## src/rtl/alu_arbiter_if.sv

```systemverilog
// Bus bundle for alu_arbiter: two request ports, one response port and the
// link to the shared combinational ALU.
//
// Handshake: every valid/ready pair transfers on a rising clk edge where both
// are high. A source that raises valid keeps it and its payload stable until
// that transfer. ready may depend combinationally on valid. valid must never
// depend on ready.
interface alu_arbiter_if #(
    parameter int XLEN   = 32,
    parameter int CTRL_W = 4
);
    logic              req0_valid;
    logic              req0_ready;
    logic [XLEN-1:0]   req0_a;
    logic [XLEN-1:0]   req0_b;
    logic [CTRL_W-1:0] req0_ctrl;

    logic              req1_valid;
    logic              req1_ready;
    logic [XLEN-1:0]   req1_a;
    logic [XLEN-1:0]   req1_b;
    logic [CTRL_W-1:0] req1_ctrl;

    logic              resp_valid;
    logic              resp_ready;
    logic              resp_id;
    logic [XLEN-1:0]   resp_result;
    logic              resp_zero;
    logic              resp_illegal;

    logic [XLEN-1:0]   alu_operand_a;
    logic [XLEN-1:0]   alu_operand_b;
    logic [CTRL_W-1:0] alu_control;
    logic [XLEN-1:0]   alu_result;
    logic              alu_zero;

    // Arbiter side of the bundle
    modport slave (
        input  req0_valid, req0_a, req0_b, req0_ctrl,
        output req0_ready,
        input  req1_valid, req1_a, req1_b, req1_ctrl,
        output req1_ready,
        output resp_valid, resp_id, resp_result, resp_zero, resp_illegal,
        input  resp_ready,
        output alu_operand_a, alu_operand_b, alu_control,
        input  alu_result, alu_zero
    );

    // Environment side: requesters, response consumer and the ALU
    modport master (
        output req0_valid, req0_a, req0_b, req0_ctrl,
        input  req0_ready,
        output req1_valid, req1_a, req1_b, req1_ctrl,
        input  req1_ready,
        input  resp_valid, resp_id, resp_result, resp_zero, resp_illegal,
        output resp_ready,
        input  alu_operand_a, alu_operand_b, alu_control,
        output alu_result, alu_zero
    );
endinterface

```

## src/rtl/alu_arbiter.sv

```systemverilog
// Round-robin arbiter sharing one combinational ALU between two requesters.
// The winning request drives the ALU this cycle; the ALU output is captured
// into a one-entry response register tagged with the requester id.
module alu_arbiter #(
    parameter int XLEN   = 32,
    parameter int CTRL_W = 4
) (
    input  logic           clk,
    input  logic           rst_n,
    alu_arbiter_if.slave   bus
);
    // Highest defined ALU code (AND); anything above it is illegal.
    localparam logic [CTRL_W-1:0] LAST_OP = CTRL_W'(9);

    logic              last_grant;
    logic              resp_valid_q;
    logic              resp_id_q;
    logic [XLEN-1:0]   resp_result_q;
    logic              resp_zero_q;
    logic              resp_illegal_q;

    logic              grant0;
    logic              grant1;
    logic              slot_free;
    logic              xfer0;
    logic              xfer1;
    logic [XLEN-1:0]   sel_a;
    logic [XLEN-1:0]   sel_b;
    logic [CTRL_W-1:0] sel_ctrl;
    logic              sel_illegal;

    // On a tie the requester that did not win last time goes first.
    assign grant0 = bus.req0_valid && (!bus.req1_valid || last_grant);
    assign grant1 = bus.req1_valid && (!bus.req0_valid || !last_grant);

    // The response slot can accept when empty or being drained this cycle.
    assign slot_free = !resp_valid_q || bus.resp_ready;

    assign bus.req0_ready = grant0 && slot_free;
    assign bus.req1_ready = grant1 && slot_free;

    assign xfer0 = bus.req0_valid && bus.req0_ready;
    assign xfer1 = bus.req1_valid && bus.req1_ready;

    // Steer the granted request onto the ALU, zeros when nobody is granted.
    // The grant alone selects, so the ALU sees the operation even while the
    // response slot is stalled.
    always_comb begin
        sel_a    = '0;
        sel_b    = '0;
        sel_ctrl = '0;
        if (grant0) begin
            sel_a    = bus.req0_a;
            sel_b    = bus.req0_b;
            sel_ctrl = bus.req0_ctrl;
        end else if (grant1) begin
            sel_a    = bus.req1_a;
            sel_b    = bus.req1_b;
            sel_ctrl = bus.req1_ctrl;
        end
    end

    assign sel_illegal = sel_ctrl > LAST_OP;

    assign bus.alu_operand_a = sel_a;
    assign bus.alu_operand_b = sel_b;
    assign bus.alu_control   = sel_ctrl;

    // Response register and round-robin pointer. A transfer overwrites the
    // slot (even while it is being drained); a drain alone only clears valid.
    always_ff @(posedge clk or negedge rst_n) begin
        if (!rst_n) begin
            last_grant     <= 1'b1;
            resp_valid_q   <= 1'b0;
            resp_id_q      <= 1'b0;
            resp_result_q  <= '0;
            resp_zero_q    <= 1'b0;
            resp_illegal_q <= 1'b0;
        end else if (xfer0 || xfer1) begin
            last_grant     <= xfer1;
            resp_valid_q   <= 1'b1;
            resp_id_q      <= xfer1;
            resp_illegal_q <= sel_illegal;
            resp_result_q  <= sel_illegal ? '0 : bus.alu_result;
            resp_zero_q    <= sel_illegal ? 1'b0 : bus.alu_zero;
        end else if (resp_valid_q && bus.resp_ready) begin
            resp_valid_q   <= 1'b0;
        end
    end

    assign bus.resp_valid   = resp_valid_q;
    assign bus.resp_id      = resp_id_q;
    assign bus.resp_result  = resp_result_q;
    assign bus.resp_zero    = resp_zero_q;
    assign bus.resp_illegal = resp_illegal_q;
endmodule

```

## src/flat_wrapper.sv

```systemverilog
// flat-port wrapper written by rule: the top's interface ports become plain ports
module alu_arbiter_flat 
#(
    parameter int XLEN   = 32,
    parameter int CTRL_W = 4
)
  (clk, rst_n, bus_req0_valid, bus_req0_a, bus_req0_b, bus_req0_ctrl, bus_req0_ready, bus_req1_valid, bus_req1_a, bus_req1_b, bus_req1_ctrl, bus_req1_ready, bus_resp_valid, bus_resp_id, bus_resp_result, bus_resp_zero, bus_resp_illegal, bus_resp_ready, bus_alu_operand_a, bus_alu_operand_b, bus_alu_control, bus_alu_result, bus_alu_zero);
  alu_arbiter_if #(.XLEN(XLEN), .CTRL_W(CTRL_W)) bus_i ();
  input  logic clk;
  input  logic rst_n;
  input wire logic [$bits(bus_i.req0_valid)-1:0] bus_req0_valid;
  input wire logic [$bits(bus_i.req0_a)-1:0] bus_req0_a;
  input wire logic [$bits(bus_i.req0_b)-1:0] bus_req0_b;
  input wire logic [$bits(bus_i.req0_ctrl)-1:0] bus_req0_ctrl;
  output wire logic [$bits(bus_i.req0_ready)-1:0] bus_req0_ready;
  input wire logic [$bits(bus_i.req1_valid)-1:0] bus_req1_valid;
  input wire logic [$bits(bus_i.req1_a)-1:0] bus_req1_a;
  input wire logic [$bits(bus_i.req1_b)-1:0] bus_req1_b;
  input wire logic [$bits(bus_i.req1_ctrl)-1:0] bus_req1_ctrl;
  output wire logic [$bits(bus_i.req1_ready)-1:0] bus_req1_ready;
  output wire logic [$bits(bus_i.resp_valid)-1:0] bus_resp_valid;
  output wire logic [$bits(bus_i.resp_id)-1:0] bus_resp_id;
  output wire logic [$bits(bus_i.resp_result)-1:0] bus_resp_result;
  output wire logic [$bits(bus_i.resp_zero)-1:0] bus_resp_zero;
  output wire logic [$bits(bus_i.resp_illegal)-1:0] bus_resp_illegal;
  input wire logic [$bits(bus_i.resp_ready)-1:0] bus_resp_ready;
  output wire logic [$bits(bus_i.alu_operand_a)-1:0] bus_alu_operand_a;
  output wire logic [$bits(bus_i.alu_operand_b)-1:0] bus_alu_operand_b;
  output wire logic [$bits(bus_i.alu_control)-1:0] bus_alu_control;
  input wire logic [$bits(bus_i.alu_result)-1:0] bus_alu_result;
  input wire logic [$bits(bus_i.alu_zero)-1:0] bus_alu_zero;
  assign bus_i.req0_valid = bus_req0_valid;
  assign bus_i.req0_a = bus_req0_a;
  assign bus_i.req0_b = bus_req0_b;
  assign bus_i.req0_ctrl = bus_req0_ctrl;
  assign bus_req0_ready = bus_i.req0_ready;
  assign bus_i.req1_valid = bus_req1_valid;
  assign bus_i.req1_a = bus_req1_a;
  assign bus_i.req1_b = bus_req1_b;
  assign bus_i.req1_ctrl = bus_req1_ctrl;
  assign bus_req1_ready = bus_i.req1_ready;
  assign bus_resp_valid = bus_i.resp_valid;
  assign bus_resp_id = bus_i.resp_id;
  assign bus_resp_result = bus_i.resp_result;
  assign bus_resp_zero = bus_i.resp_zero;
  assign bus_resp_illegal = bus_i.resp_illegal;
  assign bus_i.resp_ready = bus_resp_ready;
  assign bus_alu_operand_a = bus_i.alu_operand_a;
  assign bus_alu_operand_b = bus_i.alu_operand_b;
  assign bus_alu_control = bus_i.alu_control;
  assign bus_i.alu_result = bus_alu_result;
  assign bus_i.alu_zero = bus_alu_zero;
  alu_arbiter #(.XLEN(XLEN), .CTRL_W(CTRL_W)) u_core (.clk(clk), .rst_n(rst_n), .bus(bus_i));
endmodule
```

## config.mk

```make
export PLATFORM = sky130hd
export DESIGN_NAME = alu_arbiter_flat
export DESIGN_NICKNAME = d
export VERILOG_FILES = /design/src/rtl/alu_arbiter_if.sv /design/src/rtl/alu_arbiter.sv /design/src/flat_wrapper.sv
export SDC_FILE = /design/constraint.sdc
export NUM_CORES = 1
export LEC_CHECK = 0
export CORE_AREA = 2 2 110 112
export DETAILED_ROUTE_END_ITERATION = 8
export DIE_AREA = 0 0 112 114
export MAX_ROUTING_LAYER = met4
export PLACE_DENSITY_LB_ADDON = 0.2
export SLEW_MARGIN = 5
export SYNTH_ARGS = -nofsm -noshare
export SYNTH_HDL_FRONTEND = slang
export SYNTH_SLANG_ARGS = --single-unit
export TNS_END_PERCENT = 5
```

## constraint.sdc

```tcl
create_clock -name clk -period 1.81 [get_ports clk]
set_input_delay 0.362 -clock clk [delete_from_list [all_inputs] [get_ports clk]]
set_output_delay 0.362 -clock clk [all_outputs]
set_load 0.03 [all_outputs]
```

==> metrics.txt <==
Worst setup EP type output pin; area of the multi-input gates 1280 µm²; P_int 2.96 mW; CTS Buf Count 5; Ports 280; final setup fails 69; Post-synth ARST share 1.00; antenna cells 0; Cell variety after synth 23; final hold violation count 0; Power Total 4.60 mW; IO buf count 279; vias post-DR 3132; antenna viol nets, final 0; total of flip-flops plus latches after synthesis 37; critical path peak fanout 15; GPL Wtd Cong 0.742; initial antenna violation count 0; max frequency 0.479 GHz; TritonRoute pass-1 iters 4; kind of critical path flop to output pin; Die Wd 112 µm; sequential share of the synthesized area 0.422; clk_lat worst skew 270 ps; Leak Pwr 2.59 nW; Die Ht 114 µm; NetSw 1.64 mW; Overflow after GRT 0; Synth Warn # 0; Worst EP arrival 1720 ps; DP Wirelength 9.82 mm; failing checks negative setup slack; Nets 715; # rows 40; drt drc 0; Comb power frac 0.557; Min-Delay Path Class input pin to async pin; Slew @ Worst Pin 452 ps; Final Cycle Share 1.15; synth top area cells dfrtp_1, a22o_1, nand2_1; VDD IR max 0.377 mV; Cell Pwr Density 772 nW/µm²; Register Area 927 µm²; fillers 1124; full die area 12800 µm²; largest net degree at the start of global routing 34; Sequential Power Share 0.223; Starting Density 0.188; setup ws final -276 ps; CTS sink count 37; Syn Area/Cell 8.82 µm²; H-tree depth 2; Rel. slew slack 0.698; status finished, violations left; first-pass GRT wire length 17.5 mm; routed length per placed instance 18.6 µm; # placed instances 672; Mapped Nets 423; Worst setup SP type flop; Final min period 2090 ps; post-synth top area cell dfrtp_1; Slew Viols, Final 0; CTS max path bufs 2; MaxCap Viol Count 0; Core Region 11700 µm²; Area growth, synth to finish 171%; final cell count without fillers 689; share of cells above drive strength 1 0.284; drt via density 4.55; WL final 12.8 mm; top cell type's share of synthesized area 0.410; Clock Skew 2.23 ps; Clock power frac 0.221; vias in the first global route 3206; RSZ-0062 raised after global routing yes; Root Buffer clkbuf_16; Post-Syn Area 2200 µm²; dominant synthesized flop cell dfrtp_1; GR Util All Layers 0.181; clock slew at reported path FFs 60 ps; WP data required 1450 ps; hold buffers post-CTS 0; synth cell count leaders a22o_1, nand2_1, dfrtp_1, o21ai_1, o21ai_0; Switching Share 0.356; Post-Synthesis Cells 249; TritonCTS clock tree built; DRT iter0 DRCs 180; number of flops mapped to enable cells by yosys 0
[kinds of logic after synthesis]
kind of cell | share of synthesized area
AO/OA/AOI/OAI | 0.379
AND/OR/NAND/NOR | 0.130
flip-flops | 0.422
buffers and inverters | 0.0632
multiplexers | 0.00513
[critical path, stage by stage (launching register included)]
cell and delay, ps:
dfstp_2 570, buf_6 110, a21boi_4 50, buf_12 160
buf_12 150, a22o_2 270, buf_6 140
[sequential cells by signal (all words and copies together) (netlist names)]
name	cells
u_core.bus.resp_valid	1
u_core.last_grant	1
u_core.bus.resp_illegal	1
u_core.bus.resp_result	32
u_core.bus.resp_zero	1
u_core.bus.resp_id	1
[power groups by stage]
| stage | Sequential (mW) | Clock, mW | Combinational (mW) |
|---|---|---|---|
| floorplan | 1.28 | 0 | 0.853 |
| global route | 1.04 | 1.08 | 2.68 |
| finish | 1.03 | 1.01 | 2.56 |
| CTS | 1.02 | 1.05 | 2.45 |
| detailed placement | 1.04 | 0 | 2.27 |
| global placement | 1.03 | 0 | 2.26 |
[path summary, 6_finish.rpt]
check / depth (start not counted) / end / startpoint / slack, ps
worst max-delay path: 6 / bus_alu_operand_b[3] / u_core.last_grant$_DFFE_PN1P_ / -280
worst min-delay path: 1 / u_core.bus.resp_result[29]$_DFFE_PN0P_ / rst_n / 30
worst max register to register: 7 / u_core.bus.resp_illegal$_DFFE_PN0P_ / u_core.last_grant$_DFFE_PN1P_ / 70
worst min register to register: 2 / u_core.bus.resp_result[23]$_DFFE_PN0P_ / u_core.bus.resp_result[23]$_DFFE_PN0P_ / 480
max in group asynchronous: 2 / u_core.bus.resp_result[11]$_DFFE_PN0P_ / rst_n / 1160
min in group clk: 2 / u_core.bus.resp_result[23]$_DFFE_PN0P_ / u_core.bus.resp_result[23]$_DFFE_PN0P_ / 480
[metrics by stage]
step                      hold WS, ps  setup WS [ps]  instance area (µm²)  TNS [ps]  utilization
after floorplan                  66.4          -22.6                 2230      -678            -
after global placement            328           -331                 5260    -29660        0.449
after detailed placement          338           -382                 5260    -32200        0.449
after CTS                        40.7           -288                 5730    -16440        0.489
after global routing             57.6           -318                 5950    -19750        0.508
final                            30.0           -276                 5950    -16710        0.508
[area by class of cell]
class,count,share of cell area
Tap cell,147,0.0309
Clock buffer,7,0.0240
Timing Repair Buffer,310,0.569
Sequential cell,37,0.156
Inverter,2,0.00126
Multi-Input combinational cell,185,0.214
Clock inverter,1,0.00504
[what timing repair did]
item,in CTS,in global routing
gates cloned,1,7
resized for setup,72,16
setup buffers,2,0
setup endpoints to repair,89,72
pin swaps,11,18
[layer usage]
layer,share of wire,GRT usage,routed length (µm)
met1,0.38,0.203,4890
met2,0.56,0.343,7170
met3,0.049,0.0298,626
met4,0.0081,0.0366,103
met5,0,-,0
[placed cells by master, fill, tap and decap left out, types with 9 or more instances in the layout]
cell | Yosys | final
dfrtp_1 | 36 | 36
buf_4 | 6 | 11
o21ai_1 | 22 | 21
o21ai_0 | 13 | 13
buf_12 | 0 | 15
a22o_2 | 0 | 24
nand2_1 | 67 | 67
clkdlybuf4s50_1 | 0 | 206
buf_6 | 0 | 69
clkbuf_16 | 0 | 9
a22o_4 | 0 | 9
a22o_1 | 67 | 34
Note: power is estimated with default switching activity, not from simulation.
